===== src/rtl/vga_layer_compositor_pkg.sv =====
// vga_pkg: shared types and constants for the VGA layer compositor.
//   rgb332_t      - packed 8-bit RGB332 colour
//   rgb_pins_t    - colour split into the 3/3/2 pin fields
//   flash_state_t - lose-state flash FSM encoding
//   rgb_split()   - RGB332 -> {r,g,b} field split
package vga_pkg;

    typedef logic [7:0] rgb332_t;

    typedef struct packed {
        logic [2:0] r;
        logic [2:0] g;
        logic [1:0] b;
    } rgb_pins_t;

    localparam rgb332_t RGB_BLACK = 8'h00;
    localparam rgb332_t RGB_BIRD  = 8'hE0;
    localparam rgb332_t RGB_PIPE  = 8'h1C;
    localparam rgb332_t RGB_BG    = 8'h00;
    localparam rgb332_t RGB_FLASH = 8'h03;

    typedef enum logic [1:0] {
        FL_OFF   = 2'd0,
        FL_ON_HI = 2'd1,
        FL_ON_LO = 2'd2
    } flash_state_t;

    function automatic rgb_pins_t rgb_split(input rgb332_t c);
        rgb_pins_t p;
        p.r = c[7:5];
        p.g = c[4:2];
        p.b = c[1:0];
        return p;
    endfunction

endpackage


===== src/rtl/vga_layer_compositor_pipe_hit_cell.sv =====
// pipe_hit_cell: one gap-pipe channel.
// Holds the per-frame shadow of the channel's bounds and enable, and
// produces a combinational hit for the current pixel.
//   board_clk, Reset  - clock, async active-high reset
//   cap_i             - capture strobe (pix_ce && frame_start)
//   x_i, y_i          - current pixel
//   xl_i..yb_i, en_i  - live channel bounds / enable
//   hit_o             - pixel lies on the drawn pipe body
module pipe_hit_cell
    import vga_pkg::*;
#(
    parameter int CW = 10
) (
    input  logic          board_clk,
    input  logic          Reset,
    input  logic          cap_i,
    input  logic [CW-1:0] x_i,
    input  logic [CW-1:0] y_i,
    input  logic [CW-1:0] xl_i,
    input  logic [CW-1:0] xr_i,
    input  logic [CW-1:0] yt_i,
    input  logic [CW-1:0] yb_i,
    input  logic          en_i,
    output logic          hit_o
);

    logic [CW-1:0] xl_q, xr_q, yt_q, yb_q;
    logic          en_q;
    logic [CW-1:0] xl, xr, yt, yb;
    logic          en;

    always_ff @(posedge board_clk or posedge Reset) begin
        if (Reset) begin
            xl_q <= '0;
            xr_q <= '0;
            yt_q <= '0;
            yb_q <= '0;
            en_q <= 1'b0;
        end else if (cap_i) begin
            xl_q <= xl_i;
            xr_q <= xr_i;
            yt_q <= yt_i;
            yb_q <= yb_i;
            en_q <= en_i;
        end
    end

    // On the capture beat the shadow is still stale; use the live values so
    // pixel (0,0) already sees the new frame's geometry.
    always_comb begin
        xl = cap_i ? xl_i : xl_q;
        xr = cap_i ? xr_i : xr_q;
        yt = cap_i ? yt_i : yt_q;
        yb = cap_i ? yb_i : yb_q;
        en = cap_i ? en_i : en_q;
    end

    // Drawn outside the gap: above (or on) its top edge, below (or on) its bottom edge.
    assign hit_o = en && (x_i >= xl) && (x_i <= xr) && ((y_i <= yt) || (y_i >= yb));

endmodule


===== src/rtl/vga_layer_compositor.sv =====
// vga_layer_compositor: draws NUM_PIPES gap-pipes and a bird sprite over a
// background, with a frame-counted flash background for the lose state.
// Two pix_ce beats from counter inputs to the RGB pins.
//   board_clk, Reset       - clock, async active-high reset
//   pix_ce                 - pixel-rate enable
//   frame_start            - pulse at pixel (0,0), on a pix_ce beat
//   counter_x/y, in_display- current pixel and visible-area flag
//   bird_*                 - bird box, inclusive
//   pipe_xl/xr/yt/yb, en   - per-channel pipe geometry, channel i at [i*CW +: CW]
//   flash_req              - lose-state flash request (sampled at frame start)
//   vga_r/g/b              - registered colour
//   frame_collide          - bird touched a drawn pipe pixel in the previous frame
//   flash_phase            - flash background select
module vga_layer_compositor
    import vga_pkg::*;
#(
    parameter int      NUM_PIPES    = 5,
    parameter int      CW           = 10,
    parameter int      FLASH_FRAMES = 8,
    parameter rgb332_t BIRD_RGB     = RGB_BIRD,
    parameter rgb332_t PIPE_RGB     = RGB_PIPE,
    parameter rgb332_t BG_RGB       = RGB_BG,
    parameter rgb332_t FLASH_RGB    = RGB_FLASH
) (
    input  logic                    board_clk,
    input  logic                    Reset,
    input  logic                    pix_ce,
    input  logic                    frame_start,
    input  logic [CW-1:0]           counter_x,
    input  logic [CW-1:0]           counter_y,
    input  logic                    in_display,
    input  logic [CW-1:0]           bird_xl,
    input  logic [CW-1:0]           bird_xr,
    input  logic [CW-1:0]           bird_yt,
    input  logic [CW-1:0]           bird_yb,
    input  logic [NUM_PIPES*CW-1:0] pipe_xl,
    input  logic [NUM_PIPES*CW-1:0] pipe_xr,
    input  logic [NUM_PIPES*CW-1:0] pipe_yt,
    input  logic [NUM_PIPES*CW-1:0] pipe_yb,
    input  logic [NUM_PIPES-1:0]    pipe_en,
    input  logic                    flash_req,
    output logic [2:0]              vga_r,
    output logic [2:0]              vga_g,
    output logic [1:0]              vga_b,
    output logic                    frame_collide,
    output logic                    flash_phase
);

    localparam int FW = $clog2(FLASH_FRAMES) + 1;
    localparam logic [FW-1:0] FC_LAST = FW'(FLASH_FRAMES - 1);

    logic cap;
    assign cap = pix_ce && frame_start;

    // ---------------- bird shadow + hit ----------------
    logic [CW-1:0] bxl_q, bxr_q, byt_q, byb_q;
    logic [CW-1:0] bxl, bxr, byt, byb;
    logic          bird_hit;

    always_ff @(posedge board_clk or posedge Reset) begin
        if (Reset) begin
            bxl_q <= '0;
            bxr_q <= '0;
            byt_q <= '0;
            byb_q <= '0;
        end else if (cap) begin
            bxl_q <= bird_xl;
            bxr_q <= bird_xr;
            byt_q <= bird_yt;
            byb_q <= bird_yb;
        end
    end

    always_comb begin
        bxl = cap ? bird_xl : bxl_q;
        bxr = cap ? bird_xr : bxr_q;
        byt = cap ? bird_yt : byt_q;
        byb = cap ? bird_yb : byb_q;
    end

    // An inverted box fails one of the pairs and so draws nothing.
    assign bird_hit = (counter_x >= bxl) && (counter_x <= bxr) &&
                      (counter_y >= byt) && (counter_y <= byb);

    // ---------------- pipe channels ----------------
    logic [NUM_PIPES-1:0] pipe_hit;

    for (genvar i = 0; i < NUM_PIPES; i++) begin : g_pipe
        pipe_hit_cell #(.CW(CW)) u_cell (
            .board_clk (board_clk),
            .Reset     (Reset),
            .cap_i     (cap),
            .x_i       (counter_x),
            .y_i       (counter_y),
            .xl_i      (pipe_xl[i*CW +: CW]),
            .xr_i      (pipe_xr[i*CW +: CW]),
            .yt_i      (pipe_yt[i*CW +: CW]),
            .yb_i      (pipe_yb[i*CW +: CW]),
            .en_i      (pipe_en[i]),
            .hit_o     (pipe_hit[i])
        );
    end

    // ---------------- stage 1 ----------------
    logic bird_hit_s1_q, pipe_any_s1_q, disp_s1_q, fs_s1_q;

    always_ff @(posedge board_clk or posedge Reset) begin
        if (Reset) begin
            bird_hit_s1_q <= 1'b0;
            pipe_any_s1_q <= 1'b0;
            disp_s1_q     <= 1'b0;
            fs_s1_q       <= 1'b0;
        end else if (pix_ce) begin
            bird_hit_s1_q <= bird_hit;
            pipe_any_s1_q <= |pipe_hit;
            disp_s1_q     <= in_display;
            fs_s1_q       <= frame_start;
        end
    end

    // ---------------- stage 2: colour ----------------
    rgb332_t   colour_d, colour_q;
    rgb_pins_t pins;

    always_comb begin
        colour_d = RGB_BLACK;
        if (!disp_s1_q)         colour_d = RGB_BLACK;
        else if (bird_hit_s1_q) colour_d = BIRD_RGB;
        else if (pipe_any_s1_q) colour_d = PIPE_RGB;
        else                    colour_d = flash_phase ? FLASH_RGB : BG_RGB;
    end

    always_ff @(posedge board_clk or posedge Reset) begin
        if (Reset)       colour_q <= RGB_BLACK;
        else if (pix_ce) colour_q <= colour_d;
    end

    assign pins  = rgb_split(colour_q);
    assign vga_r = pins.r;
    assign vga_g = pins.g;
    assign vga_b = pins.b;

    // ---------------- per-frame overlap ----------------
    // The frame_start pixel belongs to the new frame, so it seeds the
    // accumulator while the finished frame's result is published.
    logic ov_s1, acc_q, collide_q;
    assign ov_s1 = bird_hit_s1_q && pipe_any_s1_q && disp_s1_q;

    always_ff @(posedge board_clk or posedge Reset) begin
        if (Reset) begin
            acc_q     <= 1'b0;
            collide_q <= 1'b0;
        end else if (pix_ce) begin
            if (fs_s1_q) begin
                collide_q <= acc_q;
                acc_q     <= ov_s1;
            end else begin
                acc_q <= acc_q | ov_s1;
            end
        end
    end

    assign frame_collide = collide_q;

    // ---------------- flash FSM ----------------
    flash_state_t  state_q, state_d;
    logic [FW-1:0] fcnt_q, fcnt_d;

    always_ff @(posedge board_clk or posedge Reset) begin
        if (Reset) begin
            state_q <= FL_OFF;
            fcnt_q  <= '0;
        end else begin
            state_q <= state_d;
            fcnt_q  <= fcnt_d;
        end
    end

    // flash_req is only looked at on frame_start beats.
    always_comb begin
        state_d = state_q;
        fcnt_d  = fcnt_q;
        if (cap) begin
            if (!flash_req) begin
                state_d = FL_OFF;
                fcnt_d  = '0;
            end else begin
                case (state_q)
                    FL_OFF: begin
                        state_d = FL_ON_HI;
                        fcnt_d  = '0;
                    end
                    FL_ON_HI, FL_ON_LO: begin
                        if (fcnt_q == FC_LAST) begin
                            state_d = (state_q == FL_ON_HI) ? FL_ON_LO : FL_ON_HI;
                            fcnt_d  = '0;
                        end else begin
                            fcnt_d = fcnt_q + 1'b1;
                        end
                    end
                    default: begin
                        state_d = FL_OFF;
                        fcnt_d  = '0;
                    end
                endcase
            end
        end
    end

    always_comb begin
        flash_phase = (state_q == FL_ON_HI);
    end

endmodule

===== config.mk =====
export PLATFORM = sky130hd
export DESIGN_NAME = vga_layer_compositor
export DESIGN_NICKNAME = d
export VERILOG_FILES = /design/src/rtl/vga_layer_compositor_pkg.sv /design/src/rtl/vga_layer_compositor_pipe_hit_cell.sv /design/src/rtl/vga_layer_compositor.sv
export SDC_FILE = /design/constraint.sdc
export NUM_CORES = 1
export LEC_CHECK = 0
export BUFFER_PORTS_ARGS = -buffer_cell sky130_fd_sc_hd__buf_4
export CORE_UTILIZATION = 31
export DETAILED_ROUTE_END_ITERATION = 12
export PLACE_DENSITY = 0.47
export SYNTH_ARGS = -nofsm -noshare
export SYNTH_HDL_FRONTEND = slang
export SYNTH_HIERARCHICAL = 1
export SYNTH_SLANG_ARGS = --single-unit

===== constraint.sdc =====
create_clock -name board_clk -period 2.45 [get_ports board_clk]
set_input_delay 0.49 -clock board_clk [delete_from_list [all_inputs] [get_ports board_clk]]
set_output_delay 0.49 -clock board_clk [all_outputs]
set_load 0.03 [all_outputs]

[Word-level counts from Yosys, hierarchy flattened]
Cells that the tools add are included.
Operators by class
  reductions and logical operators: 31
  bitwise logic cells: 1
  divide/modulo/power cells: 0
  multiplexer cells: 41
  multiply operators: 0
  $lt $le $gt $ge: 24
  eq/ne operators: 4
  add/sub/neg operators: 1
  shifts and indexed selects: 0
Operator list (number)
  10-bit two-way mux: 24
  10-bit >= comparator: 12
  10-bit less-or-equal comparator: 12
  1-bit logical AND: 21
  8-bit two-way mux: 2
  4-bit two-way mux: 3
  2-bit two-way mux: 4
  1-bit two-way mux: 6
  1-bit logical OR: 5
  5-bit two-way mux: 1
  5-bit OR reduction: 1
  4-bit by 1-bit adder with 4-bit output (second input constant): 1
  4-bit by 3-bit equality test with 1-bit output (second input constant): 1
  2-bit case mux with 2 select lines: 1
  2-bit AND reduction: 2
  3-bit != test (second input constant): 1
  2-bit by 1-bit equality test with 1-bit output (second input constant): 1
  2-bit equality test (second input constant): 1
  2-bit zero test: 1
  2-bit OR reduction: 1
  1-bit bitwise OR: 1
Word-level totals
  latch bits: 0
  memories kept: 0
  bits in writable memories: 0
  logic and storage cells: 140
  output and inout port bits: 10
  register bits: 265
  bits in read-only memories: 0

[Longest topological paths before layout]
  word-level depth: 7
  mapped depth: 14
  depth with buffers taken out: 11

[Hierarchy]
Netlist, hierarchy kept.
By module, submodules not included
  pipe_hit_cell at g_pipe[1].u_cell ...: times used 3, area each 2457.4 µm², cells each 223, sequential area each 1026.0 µm²
  pipe_hit_cell at g_pipe[0].u_cell ...: times used 2, area each 2462.4 µm², cells each 224, sequential area each 1026.0 µm²
  vga_layer_compositor: times used 1, area each 3166.8 µm², cells each 284, sequential area each 1376.3 µm²

[Least setup slack after synthesis]
No wires, ideal clock.
  path kind: input to register
  from: input port pix_ce
  to: register pipe_any_s1_q
  path buffers: 3
  stages: 14
  library setup time: 0.128 ns
  data arrival time: 3.207 ns
  setup slack: -0.885 ns
  path through: buf_6 -> nand2_1 -> inv_2 -> clkbuf_1 -> buf_2 -> mux2_2 -> ha_1 -> nand2b_4 -> a21o_1 -> a221o_1 -> a2111o_1 -> o2111a_1 -> nor3_1 -> a31oi_1
Between the ends
  elaborated cells on any way between the ends: 67
  those cells by class: order compare (20); mux (25); reduce/logical (22)
RTL lines
  from (decl): line vga_layer_compositor.sv:27  | input logic pix_ce,
  1-bit logical AND: line vga_layer_compositor.sv:53  | assign cap = pix_ce && frame_start;
  net cap: line vga_layer_compositor.sv:52  | logic cap;
  10-bit two-way mux: line vga_layer_compositor_pipe_hit_cell.sv:54  | yb = cap_i ? yb_i : yb_q;
  net g_pipe[0].u_cell.yb[0]: line vga_layer_compositor_pipe_hit_cell.sv:29  | logic [CW-1:0] xl, xr, yt, yb;
  10-bit >= comparator: line vga_layer_compositor_pipe_hit_cell.sv:59  | assign hit_o = en && (x_i >= xl) && (x_i <= xr) && ((y_i <= yt) || (y_i >= yb));
  1-bit logical OR: line vga_layer_compositor_pipe_hit_cell.sv:59
  1-bit logical AND: line vga_layer_compositor_pipe_hit_cell.sv:59
  net pipe_hit[0]: line vga_layer_compositor.sv:86  | logic [NUM_PIPES-1:0] pipe_hit;
  5-bit OR reduction: line vga_layer_compositor.sv:115  | pipe_any_s1_q <= |pipe_hit;
  to (signal assigned): line vga_layer_compositor.sv:115
  to (decl): line vga_layer_compositor.sv:105  | logic bird_hit_s1_q, pipe_any_s1_q, disp_s1_q, fs_s1_q;
The timed path passes the listed nets, and every way through them passes these cells.
A chain may end at the register's enable or synchronous reset.

[Worst setup path after layout]
  from: input port frame_start
  to: register pipe_any_s1_q
Between the ends
  elaborated cells on any way between the ends: 67
  those cells by class: order compare (20); mux (25); reduce/logical (22)
RTL lines
  from (decl): line vga_layer_compositor.sv:28  | input logic frame_start,
  1-bit logical AND: line vga_layer_compositor.sv:53
  net cap: line vga_layer_compositor.sv:52
  10-bit two-way mux
  net g_pipe[3].u_cell.yb[0]: line vga_layer_compositor_pipe_hit_cell.sv:29
  10-bit >= comparator: line vga_layer_compositor_pipe_hit_cell.sv:59
  1-bit logical OR: line vga_layer_compositor_pipe_hit_cell.sv:59
  1-bit logical AND: line vga_layer_compositor_pipe_hit_cell.sv:59
  net pipe_hit[3]: line vga_layer_compositor.sv:86
  5-bit OR reduction: line vga_layer_compositor.sv:115
The timed path passes the listed nets, and every way through them passes these cells.

==> results by group <==
Timing
  • Worst Skew: 0.0179 ns
  • Setup violators final: 1
  • Fin. max-slew vios: 0
  • Setup WS post-layout: -0.0933 ns
  • RSZ-0062 raised after global routing: true
  • Tcrit/Tclk final: 104%
  • Final hold vios: 0
  • Fmax: 0.393 GHz
  • Setup TNS Final: -0.0933 ns
  • Clock period minus worst slack: 2.54 ns
  • Relative slew slack: 61.2%
  • Worst-margin pin slew: 0.582 ns

Place
  • GPL Wtd Cong: 0.776
  • I/O Buffers: 280
  • Total placed cells including tap cells: 2491
  • Placed instance area: 0.0198 mm^2
  • Post-place setup slack: -0.757 ns
  • HPWL after detailed placement: 35600 um

Floorplan
  • Chip Height: 225 um
  • Die X: 225 um
  • Core ar.: 0.0491 mm^2
  • Ports: 281
  • Starting Density: 31.5%
  • Std-Cell Rows: 81
  • Area of the die: 0.0508 mm^2

Synthesis
  • Distinct cell type count after synthesis: 52
  • Synthesized net count: 1915
  • Yosys warning total: 6
  • FFs w/ async S/R, synth: 100%
  • Avg Cell Area, Syn: 11.0 um^2
  • Sequential area share after synthesis: 42.1%
  • Synthesized flop and latch total: 260
  • Post-synth EDFFs: 0
  • Mapped Area: 0.0155 mm^2
  • Post-Syn Instances: 1401
  • Prevailing post-synth register cell: dfrtp_1

Final layout
  • Layout area overhead: 40.5%
  • Share of layout cells above drive strength 1: 33.5%
  • Finished Cell Area: 0.0217 mm^2
  • Layout Cells excl Fill: 2567
  • Most frequent cells in the layout: buf_4, dfrtp_1, inv_1, ha_1, mux2i_1
  • Final nets: 2390
  • Commonest non-fill, non-tap cell in the layout: buf_4

Run
  • # Max-Cap Violations: 0

Clocking
  • Clk root buf: clkbuf_16
  • Worst-Skew Late Latency: 0.54 ns
  • # H-tree levels: 2
  • CTS tree: yes
  • Clock slew at reported path FFs: 0.06 ns
  • Clk sinks: 260
  • Clock buffer depth: 3
  • CTS Buf Count: 36

Routing
  • Avg Vias per Cell: 4.53
  • Routed vias: 11617
  • Routed Wire Length: 47700 um
  • Iter 0 DRT Violations: 356
  • DRT antenna net count: 0
  • # DRC: 0
  • Post-DR wirelength/cell: 18.6 um
  • DR pass1 iterations: 4

GRT
  • Global-route wire length before repair: 71400 um
  • GRT Residual Overflow: 0
  • GRT Total Usage: 19.0%
  • Vias in the first global route: 12134
  • Initial antenna violation count: 5
  • Maximum number of pins on one net before global-route repair: 42

Worst setup path
  • Worst path cell trace: buf_4 -> nand2_8 -> clkinv_16 -> clkbuf_16 -> mux2_4 -> ha_4 -> nand2b_4 -> a21o_1 -> a221o_1 -> a2111o_1 -> o2111a_1 -> nor3_2 -> a31oi_1
  • Largest stage delay, worst path: 0.39 ns
  • CP max-delay cell: a2111o_1
  • Worst Setup Path Type: in -> reg
  • Worst path arrival time: 2.97 ns
  • Crit-path max FO: 8
  • Startpoint types: primary input
  • Buf/Inv on CP: 3
  • Crit path max-delay family: compound AO/OA/AOI/OAI gates
  • Crit end category: register
  • CP required: 2.87 ns

Outcome
  • Failing checks: negative setup slack
  • Run status: finished with violations

Power and ir drop
  • Total power: 14.5 mW
  • Pleak: 11.2 nW
  • Max rail drop VDD: 397 uV
  • Power Density: 666 mW/mm^2

Hold path
  • Hold crit path type: in -> reg
[cells in the mapped netlist, drive strengths merged (2+ instances only)]
cell    count  share of area, %
dfrtp     260                42
inv       247               6.0
ha        243                20
mux2i     214                14
a21oi      58               1.9
nor2       39              0.95
mux2       36               2.6
buf        34               1.3
o21ai      34               1.1
a21o       33               1.6
nand2      33              0.80
nand4      27               1.1
nand3      19              0.61
nand2b     17              0.78
a211oi     16              0.78
and4        9              0.54
nor3        9              0.29
a221oi      7              0.56
o21a        7              0.34
a221o       6              0.39
o41ai       6              0.39
nor2b       5              0.20
o211ai      5              0.24
a211o       4              0.23
a21boi      3              0.15
a31oi       3              0.12
and2b       3              0.15
o2111a      3              0.22
o31ai       3              0.15
a2111o      2              0.15
and2        2             0.081
clkbuf      2             0.049
o31a        2              0.11
or2b        2              0.11
[stage by stage]
stage | hold WS, ns | utilization, %
final | 0.176 | 44.3
after global routing | 0.155 | 44.3
after CTS | 0.145 | 43.2
after detailed placement | 0.465 | 40.5
after global placement | 0.446 | 40.5
after floorplan | 0.434 | -
[layer usage]
layer / share of wire [%] / global-route usage [%] / vias to the layer above
met1: 45 / 24.3 / 5509
met2: 49 / 32.1 / 215
met3: 4.9 / 4.33 / 56
met4: 1.7 / 4.56 / 6
met5: 0.084 / 0 / -
li1: - / - / 5831
[worst min-delay path: cells and delay by family]
kind	cells	cell delay, ns
buffers and inverters	2	0.13
muxes	1	0.06
[cells by family (layout without fill, tap and decap cells)]
kind of cell	after synthesis	count (layout)	synth area share [%]
mux	250	250	16.5
buf+inv	283	783	7.31
compound gates	195	195	8.58
simple gates	170	170	5.90
flops	260	260	42.1
other cells	0	2	0
fa+ha+maj	243	243	19.7
[path summary, 6_finish.rpt]
path,start,endpoint,slack (ns),cells past startpoint
min reg2reg,acc_q,acc_q,0.48,2
max,frame_start,pipe_any_s1_q,-0.09,13
min,pipe_yt[36],g_pipe[3].u_cell/yt_q[6],0.18,3
max reg2reg,g_pipe[3].u_cell/yb_q[0],pipe_any_s1_q,0.03,9
min in group asynchronous,Reset,byb_q[4],0.47,3
max in group asynchronous,Reset,g_pipe[2].u_cell/yt_q[6],1.31,4
[report_power, final]
group / internal (mW) / leakage, nW / switching, mW / total, mW
sequential: 4.93 / 3.07 / 0.221 / 5.15
combinational: 2.03 / 7.57 / 1.93 / 3.96
clock: 3.30 / 0.596 / 2.04 / 5.34
total: 10.3 / 11.2 / 4.19 / 14.5
[flip-flops by register name, summed over array words and instances (netlist names), 3 cells and up]
| signal | cells |
|---|---|
| colour_q | 3 |
| g_pipe.u_cell/yt_q | 50 |
| byt_q | 10 |
| g_pipe.u_cell/yb_q | 50 |
| bxl_q | 10 |
| byb_q | 10 |
| g_pipe.u_cell/xr_q | 50 |
| g_pipe.u_cell/en_q | 5 |
| fcnt_q | 4 |
| g_pipe.u_cell/xl_q | 50 |
| bxr_q | 10 |
[cell type report]
type | instances | area [um^2]
antenna | 2 | 5.00
clock inverter | 8 | 97.6
inverter | 247 | 953
timing repair buffer | 473 | 3920
fill | 4756 | 27300
clock buffer | 55 | 1100
tap | 664 | 831
multi-input combinational | 858 | 8300
sequential | 260 | 6510
[repair_timing]
action                     in CTS  in global routing
hold buffers                    1                  0
gates resized for setup        21                 62
pin swaps                       3                 18
buffers inserted                1                  4
hold endpoints to repair        4                  0
cloned                          0                  6
setup endpoints to repair       1                  2
Power figures use the tool's default switching activity.
